$ cat config.mk
export PLATFORM = sky130hd
export DESIGN_NAME = usb_sie_tx_p
export DESIGN_NICKNAME = d
export VERILOG_FILES = /design/src/rtl/usb_sie_tx_p.sv
export SDC_FILE = /design/constraint.sdc
export NUM_CORES = 1
export LEC_CHECK = 0
export CAP_MARGIN = 10
export CORE_ASPECT_RATIO = 1.2
export CORE_MARGIN = 2
export CORE_UTILIZATION = 60
export DETAILED_ROUTE_END_ITERATION = 8
export HOLD_SLACK_MARGIN = 0.05
export PLACE_DENSITY_LB_ADDON = 0.2
export RECOVER_POWER = 100
export SLEW_MARGIN = 20
export SYNTH_ARGS = -nofsm -noshare
export SYNTH_HDL_FRONTEND = slang
export SYNTH_SLANG_ARGS = --single-unit
$ cat constraint.sdc
create_clock -name clk -period 5.45 [get_ports clk]
set_input_delay 0.8175 -clock clk [delete_from_list [all_inputs] [get_ports clk]]
set_output_delay 0.8175 -clock clk [all_outputs]
set_load 0.02 [all_outputs]
$ cat src/rtl/usb_sie_tx_p.sv
// USB serial interface engine, transmit side: SYNC, NRZI with bit stuffing, EOP and abort.
// One byte of holding storage lets the producer stream packets without gaps between bytes.
module usb_sie_tx_p #(
    parameter int CLK_PER_BIT  = 4,
    parameter int STUFF_LEN    = 6,
    parameter int EOP_SE0_BITS = 2,
    parameter int IDLE_J_BITS  = 1
) (
    input  logic       clk,
    input  logic       rst,
    input  logic [7:0] tx_data,
    input  logic       tx_valid,
    input  logic       tx_abort,
    input  logic       ls_mode,
    output logic       tx_ready,
    output logic       tx_active,
    output logic       tx_done,
    output logic       tx_aborted,
    output logic       dp_tx,
    output logic       dn_tx,
    output logic       tx_oen
);

    typedef enum logic [2:0] {IDLE, SYNC, DATA, ABORT, EOP, IDLE_J} state_t;

    localparam int CW = (CLK_PER_BIT > 1) ? $clog2(CLK_PER_BIT) : 1;
    localparam int OW = $clog2(STUFF_LEN + 1);

    state_t        state;
    logic [CW-1:0] clk_cnt;
    logic [OW-1:0] ones_cnt;
    logic [7:0]    shift_reg;
    logic [7:0]    hold_data;
    logic [7:0]    bits_left;
    logic          hold_valid;
    logic          abort_pending;
    logic          aborted;
    logic          lvl_j;
    logic          ls_q;

    logic          in_pkt;
    logic          hs;
    logic          abort_now;
    logic          bit_end;
    logic          stuff_due;
    logic [7:0]    load_byte;
    logic          out_bit;
    logic          new_lvl;

    // lvl_j tracks the NRZI level as J/K; ls selects which wire carries J.
    function automatic logic [1:0] enc(input logic j, input logic ls);
        return (j ^ ls) ? 2'b10 : 2'b01;
    endfunction

    assign in_pkt    = (state == SYNC) || (state == DATA);
    assign tx_ready  = in_pkt && !hold_valid && !abort_pending;
    assign hs        = tx_valid && tx_ready && !tx_abort;
    assign abort_now = abort_pending || (tx_abort && in_pkt);
    assign bit_end   = (clk_cnt == CW'(CLK_PER_BIT - 1));
    assign stuff_due = (ones_cnt == OW'(STUFF_LEN));
    assign tx_active = tx_oen;

    // A byte arriving in the very cycle of a byte boundary is sent straight from tx_data.
    always_comb begin
        load_byte = hold_valid ? hold_data : tx_data;
        out_bit   = (bits_left == 8'd0) ? load_byte[0] : shift_reg[0];
        new_lvl   = out_bit ? lvl_j : ~lvl_j;
    end

    always_ff @(posedge clk) begin
        if (rst) begin
            state         <= IDLE;
            tx_oen        <= 1'b0;
            dp_tx         <= 1'b1;
            dn_tx         <= 1'b0;
            tx_done       <= 1'b0;
            tx_aborted    <= 1'b0;
            clk_cnt       <= '0;
            ones_cnt      <= '0;
            shift_reg     <= '0;
            hold_data     <= '0;
            bits_left     <= '0;
            hold_valid    <= 1'b0;
            abort_pending <= 1'b0;
            aborted       <= 1'b0;
            lvl_j         <= 1'b1;
            ls_q          <= 1'b0;
        end else begin
            tx_done    <= 1'b0;
            tx_aborted <= 1'b0;
            if (state != IDLE)
                clk_cnt <= bit_end ? '0 : clk_cnt + 1'b1;
            if (hs) begin
                hold_data  <= tx_data;
                hold_valid <= 1'b1;
            end
            if (tx_abort && in_pkt)
                abort_pending <= 1'b1;

            case (state)
                IDLE: begin
                    ls_q           <= ls_mode;
                    tx_oen         <= 1'b0;
                    lvl_j          <= 1'b1;
                    {dp_tx, dn_tx} <= enc(1'b1, ls_mode);
                    if (tx_valid) begin
                        // First SYNC bit is a 0, so the line goes straight to K.
                        state          <= SYNC;
                        tx_oen         <= 1'b1;
                        clk_cnt        <= '0;
                        lvl_j          <= 1'b0;
                        {dp_tx, dn_tx} <= enc(1'b0, ls_mode);
                        shift_reg      <= 8'h40;
                        bits_left      <= 8'd7;
                        ones_cnt       <= '0;
                        hold_valid     <= 1'b0;
                        abort_pending  <= 1'b0;
                        aborted        <= 1'b0;
                    end
                end
                SYNC, DATA: if (bit_end) begin
                    if (abort_now) begin
                        state         <= ABORT;
                        bits_left     <= 8'd7;
                        hold_valid    <= 1'b0;
                        abort_pending <= 1'b0;
                        aborted       <= 1'b1;
                    end else if (stuff_due) begin
                        lvl_j          <= ~lvl_j;
                        {dp_tx, dn_tx} <= enc(~lvl_j, ls_q);
                        ones_cnt       <= '0;
                    end else if (bits_left != 8'd0 || hold_valid || hs) begin
                        lvl_j          <= new_lvl;
                        {dp_tx, dn_tx} <= enc(new_lvl, ls_q);
                        ones_cnt       <= out_bit ? ones_cnt + 1'b1 : '0;
                        if (bits_left == 8'd0) begin
                            shift_reg  <= {1'b0, load_byte[7:1]};
                            bits_left  <= 8'd7;
                            hold_valid <= 1'b0;
                            state      <= DATA;
                        end else begin
                            shift_reg <= shift_reg >> 1;
                            bits_left <= bits_left - 1'b1;
                        end
                    end else begin
                        state          <= EOP;
                        {dp_tx, dn_tx} <= 2'b00;
                        bits_left      <= 8'(EOP_SE0_BITS - 1);
                    end
                end
                ABORT: if (bit_end) begin
                    if (bits_left != 8'd0) begin
                        bits_left <= bits_left - 1'b1;
                    end else begin
                        state          <= EOP;
                        {dp_tx, dn_tx} <= 2'b00;
                        bits_left      <= 8'(EOP_SE0_BITS - 1);
                    end
                end
                EOP: if (bit_end) begin
                    if (bits_left != 8'd0) begin
                        bits_left <= bits_left - 1'b1;
                    end else begin
                        state          <= IDLE_J;
                        lvl_j          <= 1'b1;
                        {dp_tx, dn_tx} <= enc(1'b1, ls_q);
                        bits_left      <= 8'(IDLE_J_BITS - 1);
                    end
                end
                IDLE_J: if (bit_end) begin
                    if (bits_left != 8'd0) begin
                        bits_left <= bits_left - 1'b1;
                    end else begin
                        state      <= IDLE;
                        tx_oen     <= 1'b0;
                        tx_done    <= 1'b1;
                        tx_aborted <= aborted;
                    end
                end
                default: state <= IDLE;
            endcase
        end
    end

endmodule

======== Word level (Yosys, flattened, before mapping) ========
Cells that the tools add are included.
W data, S select, Z words.
storage, ports and cells
  flip-flop bits (word level) ............. 42
  output and inout bits ................... 7
  bits of input ports ..................... 13
  word-level logic and storage cells ...... 177
cells by class
  reductions and logical operators ........ 32
  add/subtract/negate cells ............... 3
  equal/unequal tests ..................... 23
  bitwise operators ....................... 5
  muxes and demuxes ....................... 98
operator list
  cell                   count
  $mux W8                18
  $mux W3                18
  $mux W1                41
  $pmux W8 S5            1
  $ne A2 B2 Y1 const B   13
  $mux W2                9
  $pmux W8 S2            1
  $pmux W3 S5            1
  $reduce_and A6 Y1      2
  $reduce_and A10 Y1     1
  $eq A3 B3 Y1 const B   3
  $logic_not A8 Y1       1
  $pmux W1 S2            4
  $pmux W1 S4            2
  $reduce_and A8 Y1      1
  $reduce_bool A8 Y1     1
  $sub A8 B1 Y8 const B  1
  $mux W7                1
  $reduce_and A7 Y1      1
  $eq A3 B2 Y1 const B   2
  $ne A3 B3 Y1 const B   2
  $pmux W3 S2            1
  $reduce_bool A3 Y1     2
  $logic_and A1 B1 Y1    5
  20 further kinds       29

======== Longest topological paths before layout ========
Gate-level depths: netlist of run 1.
  depth in word-level cells ............... 13
  depth in mapped cells ................... 10
  mapped depth without buffers ............ 8

======== Worst setup path after synthesis of run 1 ========
Ideal clock, no wire load.
  kind .................................... input -> register
  start ................................... in tx_abort
  end ..................................... reg shift_reg[0]
  arrival ................................. 2.161 ns
  setup slack ............................. 3.219 ns
  library setup time ...................... 0.070 ns
  buffers on the path ..................... 1
  required time ........................... 5.380 ns
  cell stages on the path ................. 7
  cell sequence ........................... or3b_1 -> nor3_2 -> o311ai_2 -> a21oi_2 -> buf_6 -> o2111ai_1 -> a21oi_1
on the way
  cells in the longest elaborated chain, start to end .. 5
  elaborated cells on any way between the ends .. 8
  classes of those cells .................. eq/ne (2); reduce/logical (6)
ends and longest elaborated chain
  element                               RTL line  source
  start, declared                       13        input logic tx_abort,
  $logic_not A1 Y1                      57        assign hs = tx_valid && tx_ready && !tx_abort;
  $logic_and A1 B1 Y1                   57
  $logic_or A1 B1 Y1                    132       end else if (bits_left != 8'd0 || hold_valid || hs) begin
  $ne A2 B2 Y1 (no source line)         -
  $reduce_and A6 Y1 (no source line) *  -
  end signal, assigned                  137       shift_reg <= {1'b0, load_byte[7:1]};
  end signal, assigned                  142       shift_reg <= shift_reg >> 1;
  end, declared                         32        logic [7:0] shift_reg;
Every way passes the cells marked *; elsewhere a longest branch is shown, timed or not.
A chain may end at the register's enable or synchronous reset.

======== Worst setup path in the final report of run 1 ========
  start ................................... in tx_valid
  end ..................................... reg bits_left[2]
on the way
  cells in the longest elaborated chain, start to end .. 8
  elaborated cells on any way between the ends .. 10
  classes of those cells .................. eq/ne (1); mux (5); reduce/logical (4)
ends and longest elaborated chain
  element                           RTL line  source
  start, declared                   12        input logic tx_valid,
  $logic_and A1 B1 Y1 (2 in a row)  57
  $logic_or A1 B1 Y1                132
  $mux W8                           132
  $mux W8                           128       end else if (stuff_due) begin
  $mux W8                           122       if (abort_now) begin
  $mux W8                           121       SYNC, DATA: if (bit_end) begin
  $pmux W8 S5                       100       case (state)
  end signal, assigned              143       bits_left <= bits_left - 1'b1;
  end signal, assigned              148       bits_left <= 8'(EOP_SE0_BITS - 1);
  end signal, assigned              153       bits_left <= bits_left - 1'b1;
  end, declared                     34        logic [7:0] bits_left;
Parallel ways exist; a longest one is shown, timed or not. The select of a mux whose other input is x is not followed.

==> results of run 1 <==
-- per-stage QoR --
stage               power (mW)  hold slack [ps]  instances
finish                    1.50              482        378
global route              1.62              506        378
CTS                       1.57              488        378
detailed placement        1.37              472        372
global placement          1.36              462        372
floorplan                 1.22              431        318
-- cell usage after synthesis (2+ instances only) --
| cell type | instances |
|---|---|
| sky130_fd_sc_hd__nor2_1 | 43 |
| sky130_fd_sc_hd__dfxtp_1 | 41 |
| sky130_fd_sc_hd__a21oi_1 | 29 |
| sky130_fd_sc_hd__nand2_1 | 24 |
| sky130_fd_sc_hd__mux2i_1 | 18 |
| sky130_fd_sc_hd__nor3_1 | 12 |
| sky130_fd_sc_hd__clkbuf_1 | 9 |
| sky130_fd_sc_hd__inv_1 | 9 |
| sky130_fd_sc_hd__nand2b_1 | 9 |
| sky130_fd_sc_hd__o2111ai_1 | 8 |
| sky130_fd_sc_hd__o21ai_0 | 8 |
| sky130_fd_sc_hd__a211oi_1 | 7 |
| sky130_fd_sc_hd__buf_2 | 5 |
| sky130_fd_sc_hd__ha_1 | 5 |
| sky130_fd_sc_hd__nand3_1 | 5 |
| sky130_fd_sc_hd__nor2b_1 | 5 |
| sky130_fd_sc_hd__and2_1 | 4 |
| sky130_fd_sc_hd__buf_4 | 4 |
| sky130_fd_sc_hd__xnor2_1 | 4 |
| sky130_fd_sc_hd__a21o_1 | 3 |
| sky130_fd_sc_hd__a311oi_1 | 3 |
| sky130_fd_sc_hd__a31oi_1 | 3 |
| sky130_fd_sc_hd__buf_6 | 3 |
| sky130_fd_sc_hd__nand4_1 | 3 |
| sky130_fd_sc_hd__xor2_1 | 3 |
| sky130_fd_sc_hd__a21oi_2 | 2 |
| sky130_fd_sc_hd__a311oi_2 | 2 |
| sky130_fd_sc_hd__and3_1 | 2 |
| sky130_fd_sc_hd__and4_1 | 2 |
| sky130_fd_sc_hd__buf_1 | 2 |
| sky130_fd_sc_hd__nor3_2 | 2 |
| sky130_fd_sc_hd__nor3_4 | 2 |
| sky130_fd_sc_hd__nor3b_1 | 2 |
| sky130_fd_sc_hd__o211a_1 | 2 |
| sky130_fd_sc_hd__o211ai_1 | 2 |
| sky130_fd_sc_hd__o21a_1 | 2 |
| sky130_fd_sc_hd__o31ai_1 | 2 |
| sky130_fd_sc_hd__or2_1 | 2 |
-- per-layer routing --
layer  global-route usage  wire length [um]
met1                0.295              2560
met4                0.102                93
met5                    0                 0
met2                0.424              2930
met3               0.0487               210
-- placed cells by master, fill, tap and decap left out, types with 2 or more instances in the layout --
| cell type | instances |
|---|---|
| sky130_fd_sc_hd__nor2b_1 | 5 |
| sky130_fd_sc_hd__nand3_1 | 5 |
| sky130_fd_sc_hd__a21oi_1 | 31 |
| sky130_fd_sc_hd__a21o_1 | 3 |
| sky130_fd_sc_hd__clkdlybuf4s50_1 | 11 |
| sky130_fd_sc_hd__and2_1 | 3 |
| sky130_fd_sc_hd__xor2_1 | 3 |
| sky130_fd_sc_hd__o21ai_0 | 10 |
| sky130_fd_sc_hd__clkbuf_8 | 5 |
| sky130_fd_sc_hd__dlygate4sd3_1 | 8 |
| sky130_fd_sc_hd__mux2i_1 | 18 |
| sky130_fd_sc_hd__a211oi_1 | 7 |
| sky130_fd_sc_hd__nand4_1 | 3 |
| sky130_fd_sc_hd__nand2b_1 | 9 |
| sky130_fd_sc_hd__dfxtp_1 | 41 |
| sky130_fd_sc_hd__a311oi_1 | 4 |
| sky130_fd_sc_hd__o211ai_1 | 2 |
| sky130_fd_sc_hd__o2111ai_1 | 8 |
| sky130_fd_sc_hd__xnor2_1 | 4 |
| sky130_fd_sc_hd__nand2_1 | 24 |
| sky130_fd_sc_hd__ha_1 | 5 |
| sky130_fd_sc_hd__and3_1 | 2 |
| sky130_fd_sc_hd__nor2_1 | 43 |
| sky130_fd_sc_hd__a31oi_1 | 3 |
| sky130_fd_sc_hd__o31ai_1 | 2 |
| sky130_fd_sc_hd__nor3b_1 | 3 |
| sky130_fd_sc_hd__o211a_1 | 2 |
| sky130_fd_sc_hd__nor3_1 | 15 |
| sky130_fd_sc_hd__buf_4 | 2 |
| sky130_fd_sc_hd__inv_1 | 9 |
| sky130_fd_sc_hd__and4_1 | 2 |
| sky130_fd_sc_hd__o21a_1 | 2 |
-- path summary, 6_finish.rpt --
check / to / from / cells after the start / slack [ps]
setup / recovery: bits_left[2]$_SDFFE_PP0P_ / tx_valid / 7 / 1970
hold / removal: shift_reg[0]$_SDFFE_PP0P_ / shift_reg[0]$_SDFFE_PP0P_ / 2 / 480
setup reg to reg: dn_tx$_SDFFE_PP0P_ / bits_left[0]$_SDFFE_PP0P_ / 8 / 2090
hold reg to reg: shift_reg[0]$_SDFFE_PP0P_ / shift_reg[0]$_SDFFE_PP0P_ / 2 / 480
-- cell type report --
| class | instances | area, um2 |
|---|---|---|
| flip-flops and latches | 41 | 821 |
| inverters | 9 | 33.8 |
| clock buffers | 5 | 68.8 |
| clock inverters | 1 | 5.00 |
| fillers | 383 | 1460 |
| well taps | 56 | 70.1 |
| multi-input cells | 245 | 1560 |
| repair buffers | 21 | 205 |
-- worst max-delay path, stage by stage --
cell,delay (ps)
sky130_fd_sc_hd__dlygate4sd3_1,780
sky130_fd_sc_hd__nor4b_1,390
sky130_fd_sc_hd__a221oi_1,90
sky130_fd_sc_hd__a311oi_1,1020
sky130_fd_sc_hd__nor4bb_1,370
sky130_fd_sc_hd__o21ai_0,120
sky130_fd_sc_hd__o311ai_1,80
-- where the power goes --
group          switching, mW  internal, mW
Sequential            0.0945         0.369
Combinational          0.530         0.323
Clock                 0.0997        0.0843
Total                  0.724         0.777
-- kinds of logic after synthesis --
group / synth area share
simple gates: 0.259
compound gates: 0.236
flops: 0.312
buf+inv: 0.0623
mux: 0.0771
xor+xnor: 0.0295
fa+ha+maj: 0.0238
==> qor.csv, run 1 <==
stage,metric,value,unit
synthesis,Mapped Avg Cell Area,8.27,um2
detailed_routing,vias per std cell,6.08,
synthesis,area share of the largest cell type after synthesis,0.312,
detailed_routing,Detailed Route Iter0 Violations,189,
synthesis,number of synthesis warnings,0,
place,weighted congestion reported at the end of routability-driven placement,0.889,
status,result of the run,"finished, violations left",
cts,maximum level of the CTS H-tree,2,
grt,via count of the first global-routing pass,2185,
grt,largest net degree at the start of global routing,44,
sta,hold violation total from the final report,0,
floorplanning,count of pins on the block boundary,20,
worst_setup_path,"Data required, critical path",5650,ps
cts,number of setup buffers added after CTS,0,
cts,post-CTS sizing,0,
detailed_routing,average detailed-routed wire length per instance,15.3,um
cts,post-cts hold buffer count,0,
grt,GR Util All Layers,0.246,
synthesis,top cell type by total area after synthesis,sky130_fd_sc_hd__dfxtp_1,
detailed_routing,first-pass iteration count of the detailed router,4,
cts,number of clock sinks,41,
cts,Clock Pin Slew Worst Setup and Hold Paths,70,ps
synthesis,number of synthesized flops with an enable pin,0,
floorplanning,Die Footprint,0.00493,mm2
floorplanning,DIE HEIGHT,76.5,um
sta,final critical delay including setup and external delays,3480,ps
sta,Slew HR,0.0113,
cts,clock tree from TritonCTS,yes,
power,leakage,0.994,nW
synthesis,part of the Yosys area used for sequential elements,0.312,
power,worst IR drop on VDD,0.289,mV
sta,RSZ-0062 raised after global routing,no,
synthesis,"flops & latches, synth",41,
cells_and_area,fraction of final layout cells with drive strength greater than 1,0.0466,
sta,total setup violations reported at the end of the flow,0,
place,pre-CTS setup slack,2170,ps
sta,Fmax achieved,288,MHz
cts,clock insertion delay at the later pin of the skew report,300,ps
cts,clk root buf,sky130_fd_sc_hd__clkbuf_8,
cells_and_area,Layout Area Growth over Synthesis,5.28,%
hold_path,worst min path class,flip-flop to flip-flop,
sta,period utilisation layout,0.638,
detailed_routing,post-route ant nets,0,
worst_setup_path,Setup crit end kind,flip-flop,
cells_and_area,final core utilization,0.654,
cts,maximum clock insertion buffer count,2,
worst_setup_path,"Worst Path Class, Setup",input port to flip-flop,
synthesis,"Primary FF master, synth",sky130_fd_sc_hd__dfxtp_1,
sta,Worst Skew,7.21,ps
sta,measured slew at the worst slew-check pin,1470,ps
cts,clock buffer count from CTS,5,
floorplanning,number of rows created at floorplan,26,
floorplanning,die span in x,64.4,um
grt,antenna violations before repair,0,
synthesis,Post-Syn Nets,336,
floorplanning,Initial Util,0.622,
status,failing checks,capacitance limit,
synthesis,Unique masters post-synth,63,
place,DP Area,0.00277,mm2
sta,final critical-path setup slack,1970,ps
detailed_routing,DRC,0,
floorplanning,Core Box Area,0.00423,mm2
power,Power Dens Cells,542,mW/mm2
worst_setup_path,crit path max fanout,12,
place,PortBufs,19,
grt,first-pass GRT wire length,9810,um
detailed_routing,total number of vias,2298,
sta,total negative slack,0,ps
synthesis,post-synthesis cell count,318,
sta,final count of pins violating max slew,0,
detailed_routing,routed wire length,5800,um
worst_setup_path,endpoint arrival time on the critical path,3670,ps
cells_and_area,Layout Cell Area excl Fill,0.00277,mm2
place,post-detailed-placement half-perimeter wirelength,4060,um
cells_and_area,number of nets in the layout,341,
grt,Overflow after GRT,0,
synthesis,netlist area before placement,0.00263,mm2
synthesis,async set or reset register ratio after synthesis,0,
cells_and_area,antenna diode instance count,0,
run,number of max-cap violations,1,
worst_setup_path,startpoint type of the worst setup path,input port,
synthesis,"top cells by area, synth","sky130_fd_sc_hd__dfxtp_1 (31%), sky130_fd_sc_hd__mux2i_1 (6.9%), sky130_fd_sc_hd__nor2_1 (6.1%)",
Note: power is estimated with default switching activity, not from simulation.
==> run 2, diff against run 1 <==
CORE_UTILIZATION = 53   (was 60)
clock period = 2.95 ns   (was 5.45 ns; I/O delays follow)
==> run 2 against run 1 <==
Effect of this change:
- the run now ends clean
- clock power rose to 2.6 times the previous value
- via count rose by 2.0%
- clock-buffer cell count did not move
==> qor.csv, run 2 (synthesis gave the netlist of run 1 again) <==
stage,metric,value,unit,change
worst_setup_path,"Worst Path Class, Setup",flip-flop to output pin,,was input port to flip-flop
floorplanning,count of pins on the block boundary,20,,unchanged
grt,antenna violations before repair,0,,unchanged
detailed_routing,Detailed Route Iter0 Violations,170,,was 189
floorplanning,number of rows created at floorplan,28,,was 26
cells_and_area,highest-count cells in the layout ignoring fill and taps,"sky130_fd_sc_hd__nor2_1 (43), sky130_fd_sc_hd__dfxtp_1 (41), sky130_fd_sc_hd__a21oi_1 (30)",,"was sky130_fd_sc_hd__nor2_1 (43), sky130_fd_sc_hd__dfxtp_1 (41), sky130_fd_sc_hd__a21oi_1 (31)"
cells_and_area,fraction of final layout cells with drive strength greater than 1,0.0898,,was 0.0466
floorplanning,DIE HEIGHT,81.2,um,was 76.5 um
place,total instance count after detailed placement,386,,was 372
cells_and_area,final cell count without fillers,394,,was 378
floorplanning,Initial Util,0.540,,was 0.622
worst_setup_path,crit path max fanout,8,,was 12
detailed_routing,routed wire length,6070,um,was 5800 um
sta,Slew HR,0.397,,was 0.0113
cts,clock buffer count from CTS,5,,unchanged
sta,Worst Skew,7.82,ps,was 7.21 ps
sta,measured slew at the worst slew-check pin,901,ps,was 1470 ps
cts,clk root buf,sky130_fd_sc_hd__clkbuf_8,,unchanged
detailed_routing,vias per std cell,5.95,,was 6.08
place,weighted congestion reported at the end of routability-driven placement,0.956,,was 0.889
grt,largest net degree at the start of global routing,24,,was 44
sta,final critical delay including setup and external delays,2740,ps,
sta,worst hold slack,463,ps,was 482 ps
grt,Overflow after GRT,0,,unchanged
power,leakage,1.07,nW,was 0.994 nW
cells_and_area,antenna diode instance count,0,,unchanged
cells_and_area,total area of multi-input combinational cells,0.00161,mm2,was 0.00156 mm2
floorplanning,Core Box Area,0.00487,mm2,was 0.00423 mm2
cts,post-cts hold buffer count,0,,unchanged
floorplanning,die span in x,68.3,um,was 64.4 um
cts,Clock Pin Slew Worst Setup and Hold Paths,80,ps,was 70 ps
place,PortBufs,19,,unchanged
cells_and_area,most common library cell in the layout ignoring fill and taps,sky130_fd_sc_hd__nor2_1,,unchanged
cts,post-CTS sizing,0,,unchanged
worst_setup_path,startpoint type of the worst setup path,flip-flop,,was input port
grt,first-pass GRT wire length,10300,um,was 9810 um
floorplanning,Die Footprint,0.00554,mm2,was 0.00493 mm2
cts,clock insertion delay at the later pin of the skew report,310,ps,was 300 ps
cells_and_area,Layout Area Growth over Synthesis,11.3,%,was 5.28%
cells_and_area,number of nets in the layout,351,,was 341
cts,maximum level of the CTS H-tree,2,,unchanged
sta,hold violation total from the final report,0,,unchanged
cells_and_area,final core utilization,0.601,,was 0.654
sta,final count of pins violating max slew,0,,unchanged
power,worst IR drop on VDD,0.499,mV,was 0.289 mV
grt,via count of the first global-routing pass,2174,,was 2185
cts,number of setup buffers added after CTS,0,,unchanged
grt,GR Util All Layers,0.244,,was 0.246
detailed_routing,post-route ant nets,0,,unchanged
status,result of the run,completed,,"was finished, violations left"
cells_and_area,area of all sequential standard cells,821,um2,unchanged
sta,total setup violations reported at the end of the flow,0,,unchanged
power,total chip power,3.03,mW,was 1.50 mW
worst_setup_path,endpoint arrival time on the critical path,2300,ps,was 3670 ps
detailed_routing,first-pass iteration count of the detailed router,4,,unchanged
place,post-detailed-placement half-perimeter wirelength,4300,um,was 4060 um
sta,total negative slack,0,ps,unchanged
detailed_routing,total number of vias,2343,,was 2298
worst_setup_path,"Data required, critical path",2510,ps,was 5650 ps
sta,RSZ-0062 raised after global routing,no,,unchanged
detailed_routing,average detailed-routed wire length per instance,15.4,um,was 15.3 um
sta,period utilisation layout,0.929,,
cts,clock tree from TritonCTS,yes,,unchanged
cts,number of clock sinks,41,,unchanged
sta,Fmax achieved,365,MHz,
cts,maximum clock insertion buffer count,2,,unchanged
hold_path,worst min path class,flip-flop to flip-flop,,unchanged
worst_setup_path,Setup crit end kind,output pin,,was flip-flop
power,Power Dens Cells,1040,mW/mm2,was 542 mW/mm2
run,number of max-cap violations,0,,was 1
detailed_routing,DRC,0,,unchanged
cells_and_area,fill cell instance count of the final layout,447,,was 383
## run 2: cell count changes in the layout (fill, tap and decap cells not counted), moves of 2 or more
cell | before | now
sky130_fd_sc_hd__clkbuf_1 | 0 | 2
sky130_fd_sc_hd__nor3_1 | 15 | 12
sky130_fd_sc_hd__o21ai_0 | 10 | 8
sky130_fd_sc_hd__buf_4 | 2 | 10
sky130_fd_sc_hd__nor3_2 | 1 | 4
## run 2: metal layers
metal	share of wire	GRT usage	wire (um)	vias to the layer above
met5	0	0	0	-
met4	0.039	0.118	238	0
met3	0.035	0.0457	210	24
met2	0.47	0.388	2860	54
met1	0.46	0.313	2770	1082
li1	-	-	-	1183
## run 2: worst paths after layout
path                    startpoint                         to  slack, ps  depth (start not counted)
max          state[0]$_SDFFE_PP0P_                   tx_ready        210                          5
min           aborted$_SDFFE_PP0P_      tx_aborted$_SDFF_PP0_        460                          1
max reg2reg  state[2]$_SDFFE_PP0P_  bits_left[4]$_SDFFE_PP0P_        280                          7
min reg2reg   aborted$_SDFFE_PP0P_      tx_aborted$_SDFF_PP0_        460                          1
## run 2: area by class of cell
cell class / count / area share
well taps: 60 / 0.0257
repair buffers: 31 / 0.0932
multi-input cells: 245 / 0.550
clock buffers: 5 / 0.0235
inverters: 9 / 0.0115
clock inverters: 3 / 0.0158
flip-flops and latches: 41 / 0.281
## run 2: worst max-delay path: stages, from the launching register on
cell and delay (ps):
sky130_fd_sc_hd__dfxtp_1 550, sky130_fd_sc_hd__xnor2_2 210, sky130_fd_sc_hd__or2_1 250, sky130_fd_sc_hd__buf_4 170, sky130_fd_sc_hd__nor3_1 120, sky130_fd_sc_hd__dlygate4sd3_1 690
## run 2: report_power, final
group          internal (mW)  switching [mW]  total [mW]
clock network          0.253           0.216       0.470
registers              0.682           0.130       0.812
logic                  0.674            1.07        1.75
total                   1.61            1.42        3.03
## run 2: through the flow
stage / cell area (um2) / setup slack [ps]
global route: 2930 / 82.8
floorplan: 2630 / 992
CTS: 2970 / 230
finish: 2930 / 210
detailed placement: 2850 / 321
global placement: 2850 / 374
